[config.mk]
export PLATFORM = sky130hd
export DESIGN_NAME = mem_arbiter
export DESIGN_NICKNAME = d
export VERILOG_FILES = /design/src/rtl/mem_arb_pkg.sv /design/src/rtl/rr_arb2.sv /design/src/rtl/mem_arbiter.sv
export SDC_FILE = /design/constraint.sdc
export NUM_CORES = 1
export LEC_CHECK = 0
export BUFFER_PORTS_ARGS = -buffer_cell sky130_fd_sc_hd__buf_2
export CAP_MARGIN = 25
export CORE_AREA = 2 2 90 92
export DETAILED_ROUTE_END_ITERATION = 12
export DIE_AREA = 0 0 92 94
export GPL_TIMING_DRIVEN = 1
export PLACE_DENSITY_LB_ADDON = 0.3
export SYNTH_ARGS = -nofsm -noshare
export SYNTH_HDL_FRONTEND = slang
export SYNTH_SLANG_ARGS = --single-unit
[constraint.sdc]
create_clock -name clk -period 1.2 [get_ports clk]
set_input_delay 0 -clock clk [delete_from_list [all_inputs] [get_ports clk]]
set_output_delay 0 -clock clk [all_outputs]
set_load 0.02 [all_outputs]
[src/rtl/mem_arb_pkg.sv]
// mem_arb_pkg: shared types and constants for the two-port memory arbiter.
//   state_t    : response-phase encoding (which port's response is due this cycle)
//   PORT_CORE  : index of the multi-cycle core port
//   PORT_DMA   : index of the program loader / DMA port
//   resp_state : maps a granted port index to its response state
package mem_arb_pkg;

  localparam int unsigned AW_DEF = 10;
  localparam int unsigned DW_DEF = 32;

  localparam logic PORT_CORE = 1'b0;
  localparam logic PORT_DMA  = 1'b1;

  typedef enum logic [1:0] {
    IDLE  = 2'd0,
    RESP0 = 2'd1,
    RESP1 = 2'd2
  } state_t;

  // Response state owed to the port that wins this cycle.
  function automatic state_t resp_state(input logic port);
    return (port == PORT_DMA) ? RESP1 : RESP0;
  endfunction

endpackage

[src/rtl/rr_arb2.sv]
// rr_arb2: combinational 2-way round-robin picker.
//   req0, req1 : request inputs
//   last_gnt   : port granted most recently (held by the caller)
//   gnt0, gnt1 : one-hot grant (both 0 when nobody requests)
//   sel        : index of the winning port (0 when nobody requests)
module rr_arb2
  import mem_arb_pkg::*;
(
  input  logic req0,
  input  logic req1,
  input  logic last_gnt,
  output logic gnt0,
  output logic gnt1,
  output logic sel
);

  logic w_both;

  assign w_both = req0 & req1;

  // On a tie the port that did not win last time goes next; otherwise the lone requester wins.
  assign sel  = w_both ? ~last_gnt : (req1 ? PORT_DMA : PORT_CORE);
  assign gnt0 = req0 & (sel == PORT_CORE);
  assign gnt1 = req1 & (sel == PORT_DMA);

endmodule

[src/rtl/mem_arbiter.sv]
// mem_arbiter: shares one single-port synchronous RAM between the core (port 0)
// and the loader/DMA (port 1), one access per cycle, round-robin on contention.
//   clk, reset          : clock and synchronous active-high reset
//   req/we/addr/wdata N : request from port N, held stable until gntN
//   gntN                : combinational, access of port N issued this cycle
//   rvalidN, rdataN     : response one cycle after grant (rdata 0 on writes)
//   mem_*               : memory interface, mem_rdata valid the cycle after mem_en
// Optional build macro MEM_ARB_PERF_CNT_EN adds saturating 32-bit counters
// gnt_cnt0, gnt_cnt1 and conflict_cnt.
module mem_arbiter
  import mem_arb_pkg::*;
#(
  parameter int unsigned AW = AW_DEF,
  parameter int unsigned DW = DW_DEF
) (
  input  logic          clk,
  input  logic          reset,
  input  logic          req0,
  input  logic          we0,
  input  logic [AW-1:0] addr0,
  input  logic [DW-1:0] wdata0,
  output logic          gnt0,
  output logic          rvalid0,
  output logic [DW-1:0] rdata0,
  input  logic          req1,
  input  logic          we1,
  input  logic [AW-1:0] addr1,
  input  logic [DW-1:0] wdata1,
  output logic          gnt1,
  output logic          rvalid1,
  output logic [DW-1:0] rdata1,
`ifdef MEM_ARB_PERF_CNT_EN
  output logic [31:0]   gnt_cnt0,
  output logic [31:0]   gnt_cnt1,
  output logic [31:0]   conflict_cnt,
`endif
  output logic          mem_en,
  output logic          mem_we,
  output logic [AW-1:0] mem_addr,
  output logic [DW-1:0] mem_wdata,
  input  logic [DW-1:0] mem_rdata
);

  state_t r_state;
  logic   r_last_gnt;
  logic   r_resp_we;

  logic   w_req0;
  logic   w_req1;
  logic   w_gnt0;
  logic   w_gnt1;
  logic   w_sel;
  logic   w_any;

  // Requests are masked during reset so nothing reaches the memory.
  assign w_req0 = req0 & ~reset;
  assign w_req1 = req1 & ~reset;

  rr_arb2 u_rr_arb2 (
    .req0     (w_req0),
    .req1     (w_req1),
    .last_gnt (r_last_gnt),
    .gnt0     (w_gnt0),
    .gnt1     (w_gnt1),
    .sel      (w_sel)
  );

  assign w_any = w_gnt0 | w_gnt1;
  assign gnt0  = w_gnt0;
  assign gnt1  = w_gnt1;

  // Memory mux: all fields forced to 0 when nothing is granted.
  assign mem_en    = w_any;
  assign mem_we    = w_any & ((w_sel == PORT_DMA) ? we1 : we0);
  assign mem_addr  = w_any ? ((w_sel == PORT_DMA) ? addr1 : addr0) : '0;
  assign mem_wdata = w_any ? ((w_sel == PORT_DMA) ? wdata1 : wdata0) : '0;

  // Response FSM: a grant in any state schedules that port's response next cycle.
  always_ff @(posedge clk) begin
    if (reset) begin
      r_state    <= IDLE;
      r_last_gnt <= PORT_DMA;
      r_resp_we  <= 1'b0;
    end else if (w_any) begin
      r_state    <= resp_state(w_sel);
      r_last_gnt <= w_sel;
      r_resp_we  <= mem_we;
    end else begin
      r_state    <= IDLE;
    end
  end

  // Reset also squashes a response already scheduled by the previous edge.
  assign rvalid0 = (r_state == RESP0) & ~reset;
  assign rvalid1 = (r_state == RESP1) & ~reset;
  assign rdata0  = (rvalid0 & ~r_resp_we) ? mem_rdata : '0;
  assign rdata1  = (rvalid1 & ~r_resp_we) ? mem_rdata : '0;

`ifdef MEM_ARB_PERF_CNT_EN
  logic [31:0] r_gnt_cnt0;
  logic [31:0] r_gnt_cnt1;
  logic [31:0] r_conflict_cnt;

  // Saturating event counters.
  always_ff @(posedge clk) begin
    if (reset) begin
      r_gnt_cnt0     <= 32'd0;
      r_gnt_cnt1     <= 32'd0;
      r_conflict_cnt <= 32'd0;
    end else begin
      if (w_gnt0 && (r_gnt_cnt0 != 32'hFFFF_FFFF))
        r_gnt_cnt0 <= r_gnt_cnt0 + 32'd1;
      if (w_gnt1 && (r_gnt_cnt1 != 32'hFFFF_FFFF))
        r_gnt_cnt1 <= r_gnt_cnt1 + 32'd1;
      if (w_req0 && w_req1 && (r_conflict_cnt != 32'hFFFF_FFFF))
        r_conflict_cnt <= r_conflict_cnt + 32'd1;
    end
  end

  assign gnt_cnt0     = r_gnt_cnt0;
  assign gnt_cnt1     = r_gnt_cnt1;
  assign conflict_cnt = r_conflict_cnt;
`endif

endmodule

==> run_results.csv <==
group,metric,value,unit
run_status,status,"finished, violations left",
run_status,violations,"setup timing",
worst_setup_path,worstPathMaxFanout,8,
synth,netlist_area,0.00162,mm2
timing,slew_viol_final,0,
final_layout,num-nets-final,610,
clock_network,holdBufCountCts,0,
grt,antenna_found_initial,0,
power_and_ir_drop,p_clk_frac,0.137,
worst_setup_path,cp.arrival,1460,ps
power_and_ir_drop,switching_share,0.455,
timing,fin_hold_ws,95.2,ps
timing,slew_headroom,0.783,
die,die_h,94,um
detailed_routing,wirelength,11.7,mm
power_and_ir_drop,comb_power_share,0.789,
detailed_routing,routedWlPerCell,19.9,um
worst_setup_path,slowest_delay,340,ps
clock_network,path_clk_slew,40,ps
hold_path,min_path_type,"input port to register",
final_layout,syn2layout_area_growth,189,%
clock_network,cts_sinks,4,
power_and_ir_drop,irDropWorstVdd,0.000250,V
detailed_routing,drt_iter0_drc,81,
placement,placed_cell_area,0.00298,mm2
detailed_routing,drc,0,
die,core_area,0.00761,mm2
placement,io_buffer_count,233,
power_and_ir_drop,leakage,2.07,nW
final_layout,final_core_util,0.615,
worst_setup_path,crit_path_cell_trace,"nor3b_4 > and2b_2 > and2_4 > buf_6",
timing,clock.fmax,684,MHz
power_and_ir_drop,power.switching,0.971,mW
synth,synth.net_count,369,
placement,dp.cells,565,
worst_setup_path,endpoint_kind,"output pin",
clock_network,cts_buffers,3,
placement,dp_slack,-57.2,ps
grt,grt_pass1_vias,2659,
placement,post-dp-hpwl,6.58,mm
grt,grt.overflow.total,0,
timing,hold_viol_final,0,
worst_setup_path,ff2ff_setup_slack,40,ps
worst_setup_path,critPathLaunchType,"register",
job,drv_cap,0,
worst_setup_path,rr_worst_depth,5,
timing,fin_crit,1460,ps
timing,tightest_slew,326,ps
clock_network,clk_latency,220,ps
power_and_ir_drop,internal_power,1.16,mW
die,rows,32,
power_and_ir_drop,pwr-share-seq,0.073,
detailed_routing,num_vias,2939,
synth,synth_area_per_cell,6.55,um2
timing,period_share,1.22,
synth,synth.distinct_cells,25,
synth,yosysSeqAreaShare,0.0495,
worst_setup_path,path_class,"register to output pin",
clock_network,cts_root_buffer,"clkbuf_8",
worst_setup_path,cp_slowest_cell,"dfxtp_2",
detailed_routing,antenna_left,0,
synth,synth_top_area_share,0.251,
placement,gp_congestion,0.772,
final_layout,layout-drive-gt1-share,0.971,
clock_network,htreeDepth,1,
worst_setup_path,regToRegEndpoint,"r_resp_we",
final_layout,diodes,0,
die,die_w,92,um
synth,syn_inst,247,
synth,synthTopCellsByArea,"and2_1 25%, a21oi_1 13%, nand3_1 13%, o21ai_0 11%, buf_6 9.7%",
detailed_routing,via_per_inst,5.00,
timing,fin_ws,-263,ps
grt,grt_max_degree,40,
worst_setup_path,r2r-start,"r_last_gnt",
worst_setup_path,crit_start,"r_state[0]",
power_and_ir_drop,power.density,455,mW/mm2
worst_setup_path,endpoint,"rdata0[20]",
grt,grt_pass1_wl,14.1,mm
die,dieArea,0.00865,mm2
clock_network,cts_tree,"yes",
final_layout,final_cells,588,
die,initial_core_util,0.213,
final_layout,fillers,602,
clock_network,clock_path_buffers,2,
die,ios,234,
detailed_routing,firstDrtPassIters,4,
synth,ys_ff_latch,4,
synth,yosys.area.top_type,"and2_1",
final_layout,stdcell_area,0.00468,mm2
grt,grtUsageTotal,0.207,
timing,rsz0062_at_grt,"true",
timing,fin_skew,5.20,ps
synth,yosys_warnings,0,
worst_setup_path,worst_ep_required_time,1200,ps
timing,setup_viol,108,
cells by family after synthesis:
family / synth area share
AOI/OAI and AO/OA: 0.276
buffers and inverters: 0.203
DFF: 0.0495
and+or+nand+nor: 0.471
cell usage after synthesis:
cell type	number
dfxtp_1	4
or2_2	1
inv_1	1
nor3b_4	2
buf_4	5
a311oi_1	1
and2_1	65
clkbuf_8	8
nand2b_1	1
nand3_1	42
and2b_2	1
clkbuf_2	3
o21bai_1	1
buf_2	1
nor3b_1	2
nand3_4	1
buf_6	14
nor2_1	4
o21ai_1	8
nor2b_2	1
nand2_2	1
o21ai_0	35
and2b_4	1
nand2b_4	1
a21oi_1	43
critical path: cells and delay by family (launching register included):
kind / cells / cell delay, ps
simple gates: 3 / 800
buf+inv: 1 / 110
flops: 1 / 340
layout make-up:
| type | count | area (um2) | area share |
|---|---|---|---|
| Timing Repair Buffer | 263 | 2280 | 0.487 |
| Multi-Input combinational cell | 215 | 2140 | 0.458 |
| Tap cell | 102 | 128 | 0.0273 |
| Sequential cell | 4 | 85.1 | 0.0182 |
| Clock buffer | 3 | 41.3 | 0.00883 |
| Inverter | 1 | 3.75 | 0.000802 |
sequential cells by signal (all words and copies together), names as in the netlist:
signal      flops
r_last_gnt      1
r_state         2
r_resp_we       1
power by group through the flow:
stage,sequential [mW],clock [mW],combinational (mW)
2_1_floorplan,0.151,0,0.633
3_3_place_gp,0.151,0,1.01
3_5_place_dp,0.152,0,1.02
4_1_cts,0.153,0.297,1.20
5_1_grt,0.157,0.309,1.77
6_report,0.156,0.293,1.68
layout by cell type (no fill, tap or decap), types with 2 or more instances in the layout:
master,synthesis,final
and2b_4,1,3
nand3_2,0,29
nor3b_4,2,2
buf_12,0,8
and2_2,0,5
dfxtp_2,0,4
clkbuf_16,0,8
nand3_4,1,8
a21oi_2,0,41
buf_4,5,30
clkbuf_8,8,3
and2_4,0,61
buf_6,14,92
a21oi_1,43,2
nor2_1,4,3
o21ai_4,0,20
and2b_2,1,2
buf_2,1,123
nand3_1,42,6
o21ai_2,0,23
what timing repair did:
item | 4_1_cts | 5_1_grt
gates resized for setup | 220 | 207
gates cloned | 4 | 13
pin swaps | 16 | 135
setup endpoints to repair | 110 | 111
buffers inserted | 1 | 3
metal layers:
metal / vias up / GRT usage / routed length, um
met5: - / 0 / 0
met4: 0 / 0.0945 / 427
met3: 26 / 0.0409 / 901
met2: 173 / 0.400 / 6190
met1: 1390 / 0.214 / 4190
li1: 1350 / - / -
per-stage QoR:
step	power (mW)	setup TNS, ps
2_1_floorplan	0.784	-308
3_3_place_gp	1.16	-381
3_5_place_dp	1.17	-1820
4_1_cts	1.65	-17800
5_1_grt	2.23	-26320
6_report	2.13	-20490
worst min path at each step:
stage | startpoint | end | slack [ps] | cells past startpoint
2_1_floorplan | mem_rdata[20] | rdata0[20] | 140 | 1
3_3_place_gp | we1 | r_resp_we | 300 | 3
3_5_place_dp | we1 | r_resp_we | 310 | 3
4_1_cts | we1 | r_resp_we | 70 | 3
5_1_grt | we0 | r_resp_we | 110 | 3
6_report | we0 | r_resp_we | 100 | 3
Power figures use the tool's default switching activity.
